===== src/rtl/rom_fetch_ctrl.sv =====
// Instruction-fetch controller: owns the PC, drives the asynchronous ROM and
// registers each fetched word into a valid/ready output stage towards decode.
// Latency: a word addressed in cycle N is on the outputs from cycle N+1; 1 word/cycle sustained.
// Backpressure: while OUT_VALID && !OUT_READY the output is held and the PC does not advance.
module rom_fetch_ctrl #(
  parameter int          TAM_POSICIONES = 1024,
  parameter int          TAM_PALABRA    = 32,
  parameter logic [31:0] RESET_PC       = 32'h0000_0000,
  localparam int         ADDR_W         = $clog2(TAM_POSICIONES)
) (
  input  logic                   CLK,
  input  logic                   RESET_N,
  input  logic                   FETCH_EN,
  input  logic                   REDIRECT_EN,
  input  logic [31:0]            REDIRECT_PC,
  input  logic                   OUT_READY,
  output logic                   OUT_VALID,
  output logic [TAM_PALABRA-1:0] OUT_INSTR,
  output logic [31:0]            OUT_PC,
  output logic                   ROM_READ_EN,
  output logic [ADDR_W-1:0]      ROM_ADDR,
  input  logic [TAM_PALABRA-1:0] ROM_DATA,
  output logic                   FETCH_ERR
);

  typedef enum logic [1:0] {
    IDLE  = 2'd0,
    FETCH = 2'd1,
    ERROR = 2'd2
  } state_t;

  // First byte address past the end of the ROM; 33 bits so it never wraps.
  localparam logic [32:0] PC_LIMIT = 33'(4 * TAM_POSICIONES);

  state_t                 r_state;
  state_t                 w_state_nxt;
  logic [31:0]            r_pc;
  logic                   r_out_valid;
  logic [TAM_PALABRA-1:0] r_out_instr;
  logic [31:0]            r_out_pc;
  logic                   r_fetch_err;

  logic w_in_range;
  logic w_misaligned;
  logic w_range_fault;
  logic w_fault;
  logic w_load;

  assign w_in_range    = ({1'b0, r_pc} < PC_LIMIT);
  assign w_misaligned  = REDIRECT_EN && (REDIRECT_PC[1:0] != 2'b00);
  assign w_range_fault = (r_state == FETCH) && FETCH_EN && !w_in_range;
  assign w_fault       = (r_state != ERROR) && (w_misaligned || w_range_fault);
  // A redirect always wins over a fetch; the output slot must be free or draining.
  assign w_load        = (r_state == FETCH) && FETCH_EN && !REDIRECT_EN && w_in_range &&
                         (!r_out_valid || OUT_READY);

  assign ROM_ADDR    = r_pc[ADDR_W+1:2];
  assign ROM_READ_EN = w_load;
  assign OUT_VALID   = r_out_valid;
  assign OUT_INSTR   = r_out_instr;
  assign OUT_PC      = r_out_pc;
  assign FETCH_ERR   = r_fetch_err;

  // State register; ERROR is left only through reset.
  always_ff @(posedge CLK) begin
    if (!RESET_N) r_state <= IDLE;
    else          r_state <= w_state_nxt;
  end

  // Next-state logic: faults dominate, otherwise FETCH_EN selects IDLE/FETCH.
  always_comb begin
    w_state_nxt = r_state;
    if (r_state == ERROR) begin
      w_state_nxt = ERROR;
    end else if (w_fault) begin
      w_state_nxt = ERROR;
    end else if (FETCH_EN) begin
      w_state_nxt = FETCH;
    end else begin
      w_state_nxt = IDLE;
    end
  end

  // PC, output stage and sticky fault flag; redirect outranks load and handshake.
  always_ff @(posedge CLK) begin
    if (!RESET_N) begin
      r_pc        <= RESET_PC;
      r_out_valid <= 1'b0;
      r_out_instr <= '0;
      r_out_pc    <= '0;
      r_fetch_err <= 1'b0;
    end else if (r_state == ERROR) begin
      r_out_valid <= 1'b0;
    end else if (w_fault) begin
      r_fetch_err <= 1'b1;
      r_out_valid <= 1'b0;
      // A misaligned target is kept for inspection; a range fault freezes the PC.
      if (w_misaligned) r_pc <= REDIRECT_PC;
    end else if (REDIRECT_EN) begin
      r_out_valid <= 1'b0;
      r_pc        <= REDIRECT_PC;
    end else if (w_load) begin
      r_out_instr <= ROM_DATA;
      r_out_pc    <= r_pc;
      r_out_valid <= 1'b1;
      r_pc        <= r_pc + 32'd4;
    end else if (r_out_valid && OUT_READY) begin
      r_out_valid <= 1'b0;
    end
  end

endmodule

===== config.mk =====
export PLATFORM = sky130hd
export DESIGN_NAME = rom_fetch_ctrl
export DESIGN_NICKNAME = d
export VERILOG_FILES = /design/src/rtl/rom_fetch_ctrl.sv
export SDC_FILE = /design/constraint.sdc
export NUM_CORES = 1
export LEC_CHECK = 0
export ABC_AREA = 1
export BUFFER_PORTS_ARGS = -buffer_cell sky130_fd_sc_hd__buf_4
export CORE_MARGIN = 2
export CORE_UTILIZATION = 56
export DETAILED_ROUTE_END_ITERATION = 16
export PLACE_DENSITY = 0.85
export SLEW_MARGIN = 20
export SYNTH_ARGS = -nofsm -noshare
export SYNTH_HDL_FRONTEND = slang
export SYNTH_SLANG_ARGS = --single-unit

===== constraint.sdc =====
create_clock -name CLK -period 6 [get_ports CLK]
set_input_delay 1.8 -clock CLK [delete_from_list [all_inputs] [get_ports CLK]]
set_output_delay 1.8 -clock CLK [all_outputs]
set_load 0.005 [all_outputs]

==> flow_summary.toml, run 1 <==
[worst_setup_path]
r2r_start = "r_pc[12]$_SDFFE_PN0P_"
criticalPathCategory = "input pin to output pin"
reg2reg_depth = 10
worst-path-max-fanout = 12
cp.arrival_ns = 2.69
timing.rr.end = "r_pc[24]$_SDFFE_PN0P_"
critPathLaunch = "REDIRECT_EN"
crit_required_ns = 4.20
r2r_slack_ns = 3.53
start_kind = "input pin"
end_kind = "output pin"
endpoint = "ROM_READ_EN"

[finish]
antennaDiodeCount = 0
final_nets = 916
synthToLayoutAreaGrowth_pct = 24.4
mostFrequentLayoutCells = "nand2_1, buf_4, nor2_1"
fillers = 713
layout_commonest_cell = "nand2_1"
drive_gt1_frac = 0.216

[placement]
dpl.hpwl_mm = 9.27
gp_congestion = 0.963
io_buffers = 145

[routing]
via_per_inst = 5.12
drt-initial-drc-count = 223
ant_nets = 0
wirelength_mm = 12.8
routed.top_layer = "met4"
met3_length_mm = 1.08
met2_length_mm = 5.94
vias = 4912
route.detailed.drc = 0
wire_per_inst_um = 13.4
drt_pass1_iterations = 5
routedLengthMet1_mm = 5.44

[clock_tree]
cts-buffers-inserted = 9
cts.sinks = 100
clockBufferDepth = 2
h-tree-depth = 3
clock_latency_ns = 0.38
clock_tree.root_cell = "clkbuf_8"
ctsHoldBuffers = 0
cts_tree = "done"
cts_setup_buffers = 0
cts-resized-gates = 0
path_clk_slew_ns = 0.11

[min_path]
worstHoldPathType = "flip-flop to flip-flop"

[logic_synthesis]
synth.avg_cell_area_um2 = 6.67
yosysSeqAreaShare = 0.412
synthCells = 729
synth_cell_types = 31
synthesis.nets = 799
syn_area_mm2 = 0.00486
ys_ff_latch = 100
ys_warn_count = 0

[timing]
finalCritPeriodShare = 0.749
holdWs_ns = 0.448
slew_violations = 0
period_minus_slack_ns = 4.49
skew_ns = 0.0163
tns_ns = 0
finalHoldViolCount = 0
tightest_slew_ns = 0.786
setup_viol = 0
rsz0062_at_grt = "false"
slew_headroom = 0.475
fmax_mhz = 223

[global_route]
grt_max_degree = 74
antenna_found_initial = 0
first_global_vias = 4599
grt_pass1_wl_mm = 21.0
grt_usage = 0.266
overflow = 0

[outcome]
status = "complete, no violations"

[flow_run]
cap_violations = 0

[power]
vdd_ir_drop_max_uv = 161
power_density_mw_per_mm2 = 222
leakage_nw = 2.62

[floorplan]
fp.dieH_um = 97.2
core-area_mm2 = 0.00855
die_w_um = 97.2
design.portCount = 146
start_util = 0.569
std_cell_rows = 34
dieArea_mm2 = 0.00945
==> state kept, by name (all words and copies together) (netlist names) <==
| register | cells |
|---|---|
| OUT_VALID | 1 |
| OUT_INSTR | 32 |
| OUT_PC | 32 |
| FETCH_ERR | 1 |
| r_state | 2 |
| r_pc | 32 |
==> final cells by class <==
type                    instances  area [um^2]  share of cell area
well taps                     108          135              0.0223
multi-input cells             549         2460               0.407
inverters                      39          149              0.0246
clock inverters                 7         77.6              0.0128
repair buffers                147         1100               0.182
flip-flops and latches        100         2000               0.331
clock buffers                   9          124              0.0205
==> worst min path at each step <==
stage	start	endpoint	cells past startpoint
after floorplan	OUT_PC[12]$_SDFFE_PN0P_	OUT_PC[12]$_SDFFE_PN0P_	2
after global placement	OUT_PC[20]$_SDFFE_PN0P_	OUT_PC[20]$_SDFFE_PN0P_	2
after detailed placement	OUT_PC[23]$_SDFFE_PN0P_	OUT_PC[23]$_SDFFE_PN0P_	2
after CTS	OUT_PC[30]$_SDFFE_PN0P_	OUT_PC[30]$_SDFFE_PN0P_	2
after global routing	OUT_PC[30]$_SDFFE_PN0P_	OUT_PC[30]$_SDFFE_PN0P_	2
final	OUT_PC[30]$_SDFFE_PN0P_	OUT_PC[30]$_SDFFE_PN0P_	2
==> report_power, final <==
part | internal, mW | switching (mW) | total [mW]
logic | 0.0836 | 0.111 | 0.195
registers | 0.685 | 0.0287 | 0.714
clock network | 0.165 | 0.271 | 0.436
==> synth_stat cells <==
cell        n  area share
a21oi_1    55       0.057
a21oi_2     2      0.0036
a21oi_4     1      0.0033
a31oi_4     1      0.0044
buf_1       1     0.00077
buf_2      10       0.010
buf_4      11       0.017
buf_6       6       0.014
clkbuf_1   12      0.0093
clkbuf_2    1      0.0010
clkinv_1    2      0.0015
dfxtp_1   100        0.41
ha_1        1      0.0026
inv_1      34       0.026
inv_2       3      0.0023
nand2_1   281        0.22
nand2_4     5       0.012
nand2_8     1      0.0041
nand3_1    15       0.015
nand3_4     1      0.0036
nand4_4     1      0.0044
nor2_1    111       0.086
nor2_2      5      0.0064
nor2_4      1      0.0023
nor3_1      3      0.0031
nor3b_1     1      0.0015
nor4_1      1      0.0013
o21ai_0    15       0.015
o21ai_1    29       0.030
xnor2_1     6       0.011
xor2_1     13       0.023
==> routing by layer <==
layer / track usage / vias up
li1: - / 2491
met1: 0.334 / 2179
met2: 0.446 / 208
met3: 0.0698 / 34
met4: 0.0867 / 0
met5: 0 / -
==> per-stage QoR <==
step	setup slack, ns	power [mW]	instances	util	area, um^2
after floorplan	1.64	0.861	729	-	4860
after global placement	1.56	0.917	943	0.684	5850
after detailed placement	1.52	0.922	943	0.684	5850
after CTS	1.52	1.35	959	0.708	6050
after global routing	1.42	1.40	959	0.708	6050
final	1.51	1.35	959	0.708	6050
==> critical path, cell delays in order <==
cell	delay (ns)
buf_4	0.16
clkinv_1	0.31
nand4_4	0.22
inv_2	0.07
buf_4	0.13
==> cells by family after synthesis <==
family          after synthesis  synth area share
fa+ha+maj                     1           0.00257
buf+inv                      80            0.0823
compound gates              103             0.113
flops                       100             0.412
xor+xnor                     19            0.0342
simple gates                426             0.356
No activity file was read; power rests on OpenSTA's default activity.
==> inputs of run 2 (changes only) <==
- ABC_AREA: 1 -> 0
- CORE_UTILIZATION: 56 -> 50
- PLACE_DENSITY: 0.85 -> 0.79
- clock period: 6 -> 4.5 ns (I/O delays scaled with it)
==> flow_summary.toml, run 2 <==
[outcome]
status = "complete, no violations"

[timing]
finalCritPeriodShare = 0.803
skew_ns = 0.0149
period_minus_slack_ns = 3.62
rsz0062_at_grt = "false"
holdWs_ns = 0.460
tns_ns = 0
slew_headroom = 0.432
fmax_mhz = 277
finalHoldViolCount = 0
setup_slack_ns = 0.885
setup_viol = 0
slew_violations = 0
tightest_slew_ns = 0.844

[finish]
mostFrequentLayoutCells = "buf_4, nand2_1, dfxtp_1"
antennaDiodeCount = 0
finalNonFillerCells = 727
synthToLayoutAreaGrowth_pct = 29.0
final_nets = 687
fillers = 686
fin_util = 0.670
layout_commonest_cell = "buf_4"
drive_gt1_frac = 0.297
finish.instance_area_mm2 = 0.00554

[placement]
place_inst = 711
dpl_worst_slack_ns = 0.922
dpl_cell_area_mm2 = 0.00534
io_buffers = 145
dpl.hpwl_mm = 8.15
gp_congestion = 0.891

[global_route]
grt_pass1_wl_mm = 19.2
first_global_vias = 3888
grt_max_degree = 66
antenna_found_initial = 0
overflow = 0
grt_usage = 0.246

[worst_setup_path]
crit_required_ns = 3.15
timing.rr.end = "r_pc[5]$_SDFFE_PN0P_"
r2r_slack_ns = 1.60
worst-path-max-fanout = 4
reg2reg_depth = 6
r2r_start = "r_pc[15]$_SDFFE_PN0P_"
start_kind = "input pin"
cp.arrival_ns = 2.27
criticalPathCategory = "input pin to output pin"
end_kind = "output pin"

[logic_synthesis]
synth_top_area_cell = "dfxtp_1"
synthCells = 498
synth_edf_count = 0
synthArstFlopShare = 0
ys_ff_latch = 100
netlist.area_leader.share = 0.467
yosysSeqAreaShare = 0.467
synth_area_leaders = "dfxtp_1, nand2_1, a21oi_1"
synth.avg_cell_area_um2 = 8.62
yosys-top-cells-count = "nand2_1, dfxtp_1, a21oi_1, clkbuf_1, and3_1"
syn_area_mm2 = 0.00429
synthFlopType = "dfxtp_1"
synth_most_common_cell = "nand2_1"
synth_cell_types = 57
synthesis.nets = 568
ys_warn_count = 0

[flow_run]
cap_violations = 0

[clock_tree]
clock_tree.root_cell = "clkbuf_8"
clockBufferDepth = 2
cts_setup_buffers = 0
clock_latency_ns = 0.37
cts_tree = "done"
cts-resized-gates = 0
ctsHoldBuffers = 0
cts.sinks = 100
path_clk_slew_ns = 0.09
h-tree-depth = 3
cts-buffers-inserted = 9

[floorplan]
dieArea_mm2 = 0.00934
std_cell_rows = 33
design.portCount = 146
start_util = 0.520
die_w_um = 96.6
fp.dieH_um = 96.6
core-area_mm2 = 0.00826

[power]
power_density_mw_per_mm2 = 317
total_power_mw = 1.75
vdd_ir_drop_max_uv = 178
leakage_nw = 2.36

[routing]
drt-initial-drc-count = 219
route.detailed.drc = 0
ant_nets = 0
via_per_inst = 5.65
drt_pass1_iterations = 4
wirelength_mm = 11.8
wire_per_inst_um = 16.2
vias = 4109

[min_path]
worstHoldPathType = "flip-flop to flip-flop"
min_from = "OUT_INSTR[16]$_SDFFE_PN0P_"
min_to = "OUT_INSTR[16]$_SDFFE_PN0P_"
hold_depth = 2
## run 2: cell types whose count changed in the layout (fill, tap and decap cells not counted), sizes merged, moves of 7 or more
cell,change
nor2,-99
xor2,-13
o21ai,-36
o2bb2ai,+7
nand2,-174
and3,+23
inv,-33
o22ai,+9
a211oi,+11
mux2i,+17
## run 2: worst max path at each step
stage | start | to | slack [ns] | cells after the start
floorplan | REDIRECT_EN | ROM_READ_EN | 0.85 | 5
global placement | OUT_READY | ROM_READ_EN | 0.92 | 6
detailed placement | OUT_READY | ROM_READ_EN | 0.92 | 6
CTS | OUT_READY | ROM_READ_EN | 0.90 | 6
global route | OUT_READY | ROM_READ_EN | 0.87 | 6
finish | OUT_READY | ROM_READ_EN | 0.88 | 6
## run 2: critical path, cell delays in order
cell and delay (ns):
buf_4 0.07, nand2b_1 0.19, nor3b_1 0.28, nand3_2 0.13, inv_2 0.12, buf_4 0.12
## run 2: power by group
| group | leakage [nW] | internal, mW | total, mW | switching (mW) |
|---|---|---|---|---|
| clock | 0.104 | 0.234 | 0.582 | 0.348 |
| sequential | 0.810 | 0.907 | 0.936 | 0.0287 |
| combinational | 1.44 | 0.109 | 0.235 | 0.126 |
## run 2: final cells by class
type	count	area, um^2	area share
Inverter	3	11.3	0.00203
Sequential cell	100	2000	0.362
Timing Repair Buffer	150	1130	0.203
Tap cell	105	131	0.0237
Multi-Input combinational cell	353	2070	0.373
Clock buffer	10	138	0.0249
Clock inverter	6	62.6	0.0113
## run 2: logic make-up (layout without fill, tap and decap cells)
family          count (synthesis)  count (layout)  share of synthesized area
fa+ha+maj                       1               1                    0.00292
simple gates                  208             208                      0.233
flops                         100             100                      0.467
mux                            17              17                     0.0397
compound gates                127             127                      0.205
buf+inv                        45             169                     0.0531
## run 2: routing by layer
layer	vias to the layer above	share of wire	global-route usage	routed length, um
met5	-	0	0	0
met4	0	0.012	0.0596	143
met3	14	0.086	0.0802	1010
met2	162	0.49	0.401	5770
met1	1923	0.41	0.317	4870
li1	2010	-	-	-
